===== src/rtl/pipeline_stall_ctrl.sv =====
// Pipeline stall/flush controller for a five-stage in-order pipeline.
// Arbitrates memory wait states, multi-cycle multiply/divide, taken
// branches and load-use hazards into register write enables and bubble
// controls, and keeps a saturating stall counter plus two sticky flags.
//
// Handshake note: mem_req/mem_ready act as a valid/ready pair on the data
// memory port. An access completes in the cycle where both are high;
// while mem_req is high and mem_ready is low the whole pipe is frozen.
module pipeline_stall_ctrl #(
  parameter int MDU_LAT     = 4,
  parameter int MEM_TIMEOUT = 255
) (
  input  logic        clk,
  input  logic        rst_n,
  input  logic        load_use,
  input  logic        branch_taken,
  input  logic        mdu_start,
  input  logic        mem_req,
  input  logic        mem_ready,
  output logic        pc_write,
  output logic        if_id_write,
  output logic        id_ex_write,
  output logic        ex_mem_write,
  output logic        if_id_flush,
  output logic        id_ex_bubble,
  output logic        ex_mem_bubble,
  output logic        mem_wb_bubble,
  output logic        mdu_busy,
  output logic        mem_timeout,
  output logic        protocol_err,
  output logic [15:0] stall_cnt,
  output logic [1:0]  o_dbg_state
);

  localparam logic [1:0] ST_RUN      = 2'd0;
  localparam logic [1:0] ST_MDU_WAIT = 2'd1;
  localparam logic [1:0] ST_MEM_WAIT = 2'd2;

  // The start cycle is itself a stall cycle, so the counter covers the rest.
  localparam logic [3:0] MCNT_INIT  = 4'(MDU_LAT - 1);
  localparam logic [7:0] TCNT_LIMIT = 8'(MEM_TIMEOUT);

  logic [1:0]  r_state;
  logic [3:0]  r_mcnt;
  logic [7:0]  r_tcnt;
  logic        r_mem_timeout;
  logic        r_protocol_err;
  logic [15:0] r_stall_cnt;

  logic [1:0]  w_next_state;
  logic [3:0]  w_mcnt_next;
  logic [7:0]  w_tcnt_next;
  logic        w_set_timeout;
  logic        w_set_perr;

  // Decode state and inputs into pipeline controls and next-state values.
  always_comb begin
    pc_write      = 1'b1;
    if_id_write   = 1'b1;
    id_ex_write   = 1'b1;
    ex_mem_write  = 1'b1;
    if_id_flush   = 1'b0;
    id_ex_bubble  = 1'b0;
    ex_mem_bubble = 1'b0;
    mem_wb_bubble = 1'b0;
    mdu_busy      = 1'b0;
    w_next_state  = r_state;
    w_mcnt_next   = r_mcnt;
    w_tcnt_next   = r_tcnt;
    w_set_timeout = 1'b0;
    w_set_perr    = 1'b0;

    case (r_state)
      ST_RUN: begin
        if (mem_req && !mem_ready) begin
          pc_write      = 1'b0;
          if_id_write   = 1'b0;
          id_ex_write   = 1'b0;
          ex_mem_write  = 1'b0;
          mem_wb_bubble = 1'b1;
          w_tcnt_next   = 8'd1;
          w_next_state  = ST_MEM_WAIT;
        end else if (mdu_start) begin
          pc_write      = 1'b0;
          if_id_write   = 1'b0;
          id_ex_write   = 1'b0;
          ex_mem_bubble = 1'b1;
          w_mcnt_next   = MCNT_INIT;
          w_next_state  = ST_MDU_WAIT;
          // A taken branch alongside an MDU op is a hazard-unit bug; flag it.
          w_set_perr    = branch_taken;
        end else if (branch_taken) begin
          if_id_flush  = 1'b1;
          id_ex_bubble = 1'b1;
        end else if (load_use) begin
          pc_write     = 1'b0;
          if_id_write  = 1'b0;
          id_ex_bubble = 1'b1;
        end
      end
      ST_MDU_WAIT: begin
        mdu_busy = 1'b1;
        if (r_mcnt != 4'd0) begin
          pc_write      = 1'b0;
          if_id_write   = 1'b0;
          id_ex_write   = 1'b0;
          ex_mem_bubble = 1'b1;
          w_mcnt_next   = r_mcnt - 4'd1;
        end else begin
          w_next_state = ST_RUN;
        end
      end
      ST_MEM_WAIT: begin
        if (!mem_ready) begin
          pc_write      = 1'b0;
          if_id_write   = 1'b0;
          id_ex_write   = 1'b0;
          ex_mem_write  = 1'b0;
          mem_wb_bubble = 1'b1;
          w_tcnt_next   = (r_tcnt == 8'hFF) ? 8'hFF : r_tcnt + 8'd1;
          w_set_timeout = (r_tcnt == TCNT_LIMIT);
        end else begin
          w_next_state = ST_RUN;
        end
      end
      default: begin
        w_next_state = ST_RUN;
      end
    endcase

    // Reset overrides everything so the pipe sees a clean, free-running state.
    if (!rst_n) begin
      pc_write      = 1'b1;
      if_id_write   = 1'b1;
      id_ex_write   = 1'b1;
      ex_mem_write  = 1'b1;
      if_id_flush   = 1'b0;
      id_ex_bubble  = 1'b0;
      ex_mem_bubble = 1'b0;
      mem_wb_bubble = 1'b0;
      mdu_busy      = 1'b0;
    end
  end

  // State, counters, sticky flags and the saturating stall counter.
  always_ff @(posedge clk) begin
    if (!rst_n) begin
      r_state        <= ST_RUN;
      r_mcnt         <= 4'd0;
      r_tcnt         <= 8'd0;
      r_mem_timeout  <= 1'b0;
      r_protocol_err <= 1'b0;
      r_stall_cnt    <= 16'd0;
    end else begin
      r_state <= w_next_state;
      r_mcnt  <= w_mcnt_next;
      r_tcnt  <= w_tcnt_next;
      if (w_set_timeout) r_mem_timeout <= 1'b1;
      if (w_set_perr) r_protocol_err <= 1'b1;
      if (!pc_write && (r_stall_cnt != 16'hFFFF)) r_stall_cnt <= r_stall_cnt + 16'd1;
    end
  end

  assign mem_timeout  = r_mem_timeout;
  assign protocol_err = r_protocol_err;
  assign stall_cnt    = r_stall_cnt;
  assign o_dbg_state  = r_state;

endmodule


===== config.mk =====
export PLATFORM = sky130hd
export DESIGN_NAME = pipeline_stall_ctrl
export DESIGN_NICKNAME = d
export VERILOG_FILES = /design/src/rtl/pipeline_stall_ctrl.sv
export SDC_FILE = /design/constraint.sdc
export NUM_CORES = 1
export LEC_CHECK = 0
export CAP_MARGIN = 10
export CORE_UTILIZATION = 50
export CTS_BUF_LIST = sky130_fd_sc_hd__clkbuf_16
export CTS_CLUSTER_DIAMETER = 150
export DETAILED_ROUTE_END_ITERATION = 10
export PLACE_DENSITY = 0.79
export SLEW_MARGIN = 10
export SYNTH_ARGS = -nofsm -noshare
export SYNTH_HDL_FRONTEND = slang
export SYNTH_SLANG_ARGS = --single-unit

===== constraint.sdc =====
create_clock -name clk -period 2.75 [get_ports clk]
set_input_delay 0.6875 -clock clk [delete_from_list [all_inputs] [get_ports clk]]
set_output_delay 0.6875 -clock clk [all_outputs]
set_load 0.03 [all_outputs]

==> flow_summary_export.csv <==
group,metric,value,unit
setup_path,crit_chain,"clkdlybuf4s50_1, or2b_1, and4b_1, or2_4, buf_4",
layout,drive_gt1_share,14.1,%
setup_path,arrival,2.03,ns
route,vias,1698,
logic_synthesis,synth_adder_area_share,3.01,%
logic_synthesis,synth_edf_count,0,
cts,insertion_delay,0.27,ns
die,io_pins,36,
logic_synthesis,synth-xor-area-share,1.58,%
logic_synthesis,yosysSeqAreaShare,38.6,%
logic_synthesis,syn_inst,206,
logic_synthesis,synth_top_family_by_area,"simple AND/OR/NAND/NOR gates",
setup_path,cp_data_required_time,2.06,ns
setup_path,crit_family,"simple AND/OR/NAND/NOR gates",
timing,post-route-min-period,2.72,ns
logic_synthesis,ys.flop_type,"dfxtp_1",
timing,fin_ws,0.0349,ns
setup_path,critical_path_class,"input pin to primary output",
cts,htree_num_levels,2,
logic_synthesis,synth-compound-area-share,18.0,%
cts,holdBufCountCts,0,
cts,cts_buffers,5,
global_routing,grt_first_pass_wirelength,6530,um
route,routed_wl,3880,um
pwr,leakage,0.901,nW
logic_synthesis,synth.distinct_cells,44,
layout,area_growth,34.9,%
cts,clock_sinks,32,
layout,diodes,0,
route,wl_per_cell,13.0,um
cts,cts_tree,"built",
die,dieArea,3560,um2
placed_design,globalplace.congestion,0.824,
min_path,hold_path.startpoint,"protocol_err",
status,outcome,"finished clean",
timing,relSlewSlack,65.9,%
die,fp.dieH,59.6,um
setup_path,reg2reg_slack,0.43,ns
min_path,hold_end,"protocol_err",
cts,postCtsSetupBuffers,0,
die,core,3100,um2
setup_path,critPathMaxFanout,3,
logic_synthesis,syn_area,1660,um2
layout,mostFrequentLayoutCells,"dfxtp_1 (32), clkdlybuf4s50_1 (25), nand2_1 (24), buf_4 (24), nor2_1 (20)",
timing,rsz0062_at_grt,"false",
placed_design,io_buffers,35,
timing,hold_violations,0,
global_routing,grt_usage,24.4,%
die,die_w,59.6,um
cts,root_buffer,"clkbuf_16",
logic_synthesis,synthArstFlopShare,0,%
placed_design,pre_cts_ws,-0.442,ns
timing,tightest_slew,0.506,ns
timing,fin_crit_sh,98.7,%
global_routing,antenna_found_initial,0,
setup_path,rr_worst_depth,8,
min_path,hp-class,"flip-flop to flip-flop",
logic_synthesis,yosysWarnings,0,
setup_path,critical_path.max_stage_delay,0.48,ns
die,initial_core_util,53.5,%
cts,clock_path_buffers,2,
global_routing,grt_pass1_vias,1497,
logic_synthesis,yosysTopAreaCellShare,38.6,%
setup_path,reg2reg_to,"stall_cnt[14]",
timing,fmax,368,MHz
cts,path_clk_slew,0.05,ns
route,drc,0,
pwr,power.total,1.21,mW
route,vias_per_cell,5.68,
logic_synthesis,synth_area_leaders,"dfxtp_1 (39%), nand2_1 (5.4%), a21oi_1 (4.5%)",
pwr,p_per_area,539,nW/um2
logic_synthesis,muxShareOfSynthArea,3.61,%
layout,final_common_cell,"dfxtp_1",
setup_path,cp.buffers_inverters,2,
timing,slew_viol_final,0,
die,rows,20,
logic_synthesis,syn-mean-instance-area,8.07,um2
setup_path,crit_slowest_cell,"clkdlybuf4s50_1",
layout,num-nets-final,265,
route,ant_nets,0,
timing,finalSetupViolCount,0,
timing,fin_skew,0.00329,ns
route,first_pass_iters,4,
route,drt_iter0_markers,88,
global_routing,grt_start_max_net_pins,22,
logic_synthesis,synth_nets,217,
min_path,holdPathStages,2,
setup_path,startpoint_type,"input pin",
global_routing,grt_remaining_overflow,0,
pwr,ir_drop,0.000358,V
logic_synthesis,synth-simple-area-share,29.8,%
setup_path,r2r_start,"r_mcnt[0]",
placed_design,hpwl,2800,um
setup_path,crit_path_end_kind,"primary output",
logic_synthesis,synth.ff_latch_count,32,
job,maxCapViolations,0,
logic_synthesis,synth_largest_area_cell,"dfxtp_1",
[worst register-to-register path: cells and delay by family, from the launching register on]
| family | cells | cell delay, ns |
|---|---|---|
| buffers and inverters | 2 | 0.24 |
| AOI/OAI and AO/OA | 2 | 0.61 |
| adders and majority gates | 1 | 0.20 |
| DFF | 1 | 0.37 |
| and+or+nand+nor | 3 | 0.80 |
[state kept, by name, summed over array words and instances (netlist names)]
| register | count |
|---|---|
| r_mcnt | 4 |
| o_dbg_state | 2 |
| mem_timeout | 1 |
| protocol_err | 1 |
| r_tcnt | 8 |
| stall_cnt | 16 |
[synthesized netlist by cell type, drive strengths merged, types with 2 or more instances]
cell type / instances
a211oi: 3
a21o: 2
a21oi: 15
a31o: 3
and2: 3
and3: 5
buf: 6
clkbuf: 3
dfxtp: 32
ha: 4
inv: 10
mux2i: 6
nand2: 24
nand2b: 3
nand3: 9
nand4: 10
nor2: 20
nor3: 7
nor3b: 3
o21a: 3
o21ai: 8
o31ai: 5
or2: 2
or4: 2
xor2: 2
[worst max path at each step]
stage	from	endpoint	slack (ns)	cells past startpoint
finish	load_use	pc_write	0.03	5
global route	load_use	if_id_write	0.003	5
CTS	load_use	pc_write	0.04	5
detailed placement	mem_ready	pc_write	-0.44	5
global placement	mem_ready	pc_write	-0.42	5
floorplan	r_mcnt[0]	ex_mem_bubble	0.31	6
[cell families after synthesis]
logic type	Yosys count
adder cells (fa/ha/maj)	4
buffers and inverters	19
multiplexers	6
flip-flops	32
XOR/XNOR	3
AND/OR/NAND/NOR	96
AO/OA/AOI/OAI	46
[metal layers]
layer  vias up  part of all wire [%]  track usage, %
li1        838                     -               -
met5         -                     0               0
met3        10                   5.7            6.77
met2        59                    48            40.2
met1       791                    45            30.2
met4         0                   1.9            8.97
[final cells by class]
type	instances	area, um2
multi-input combinational	155	933
inverter	10	37.5
fill	267	861
sequential	32	641
tap	44	55.1
clock inverter	3	11.3
timing repair buffer	50	439
clock buffer	5	125
[what timing repair did]
item | CTS | global route
setup endpoints to repair | 3 | 0
resized for setup | 20 | 0
hold endpoints to repair | 0 | 0
[where the power goes]
part / leakage [nW] / internal, mW / switching, mW / total (mW)
sequential: 0.259 / 0.481 / 0.0177 / 0.499
combinational: 0.568 / 0.0908 / 0.115 / 0.206
clock: 0.0738 / 0.324 / 0.180 / 0.505
[per-stage QoR]
step	hold WS (ns)	cell area [um2]	cells	setup TNS (ns)	utilization [%]
floorplan	0.461	1660	206	0	-
global placement	0.460	2110	291	-1.33	68.1
detailed placement	0.468	2110	291	-1.47	68.1
CTS	0.483	2240	299	0	72.3
global route	0.519	2240	299	0	72.3
finish	0.478	2240	299	0	72.3
No activity file was read; power rests on OpenSTA's default activity.
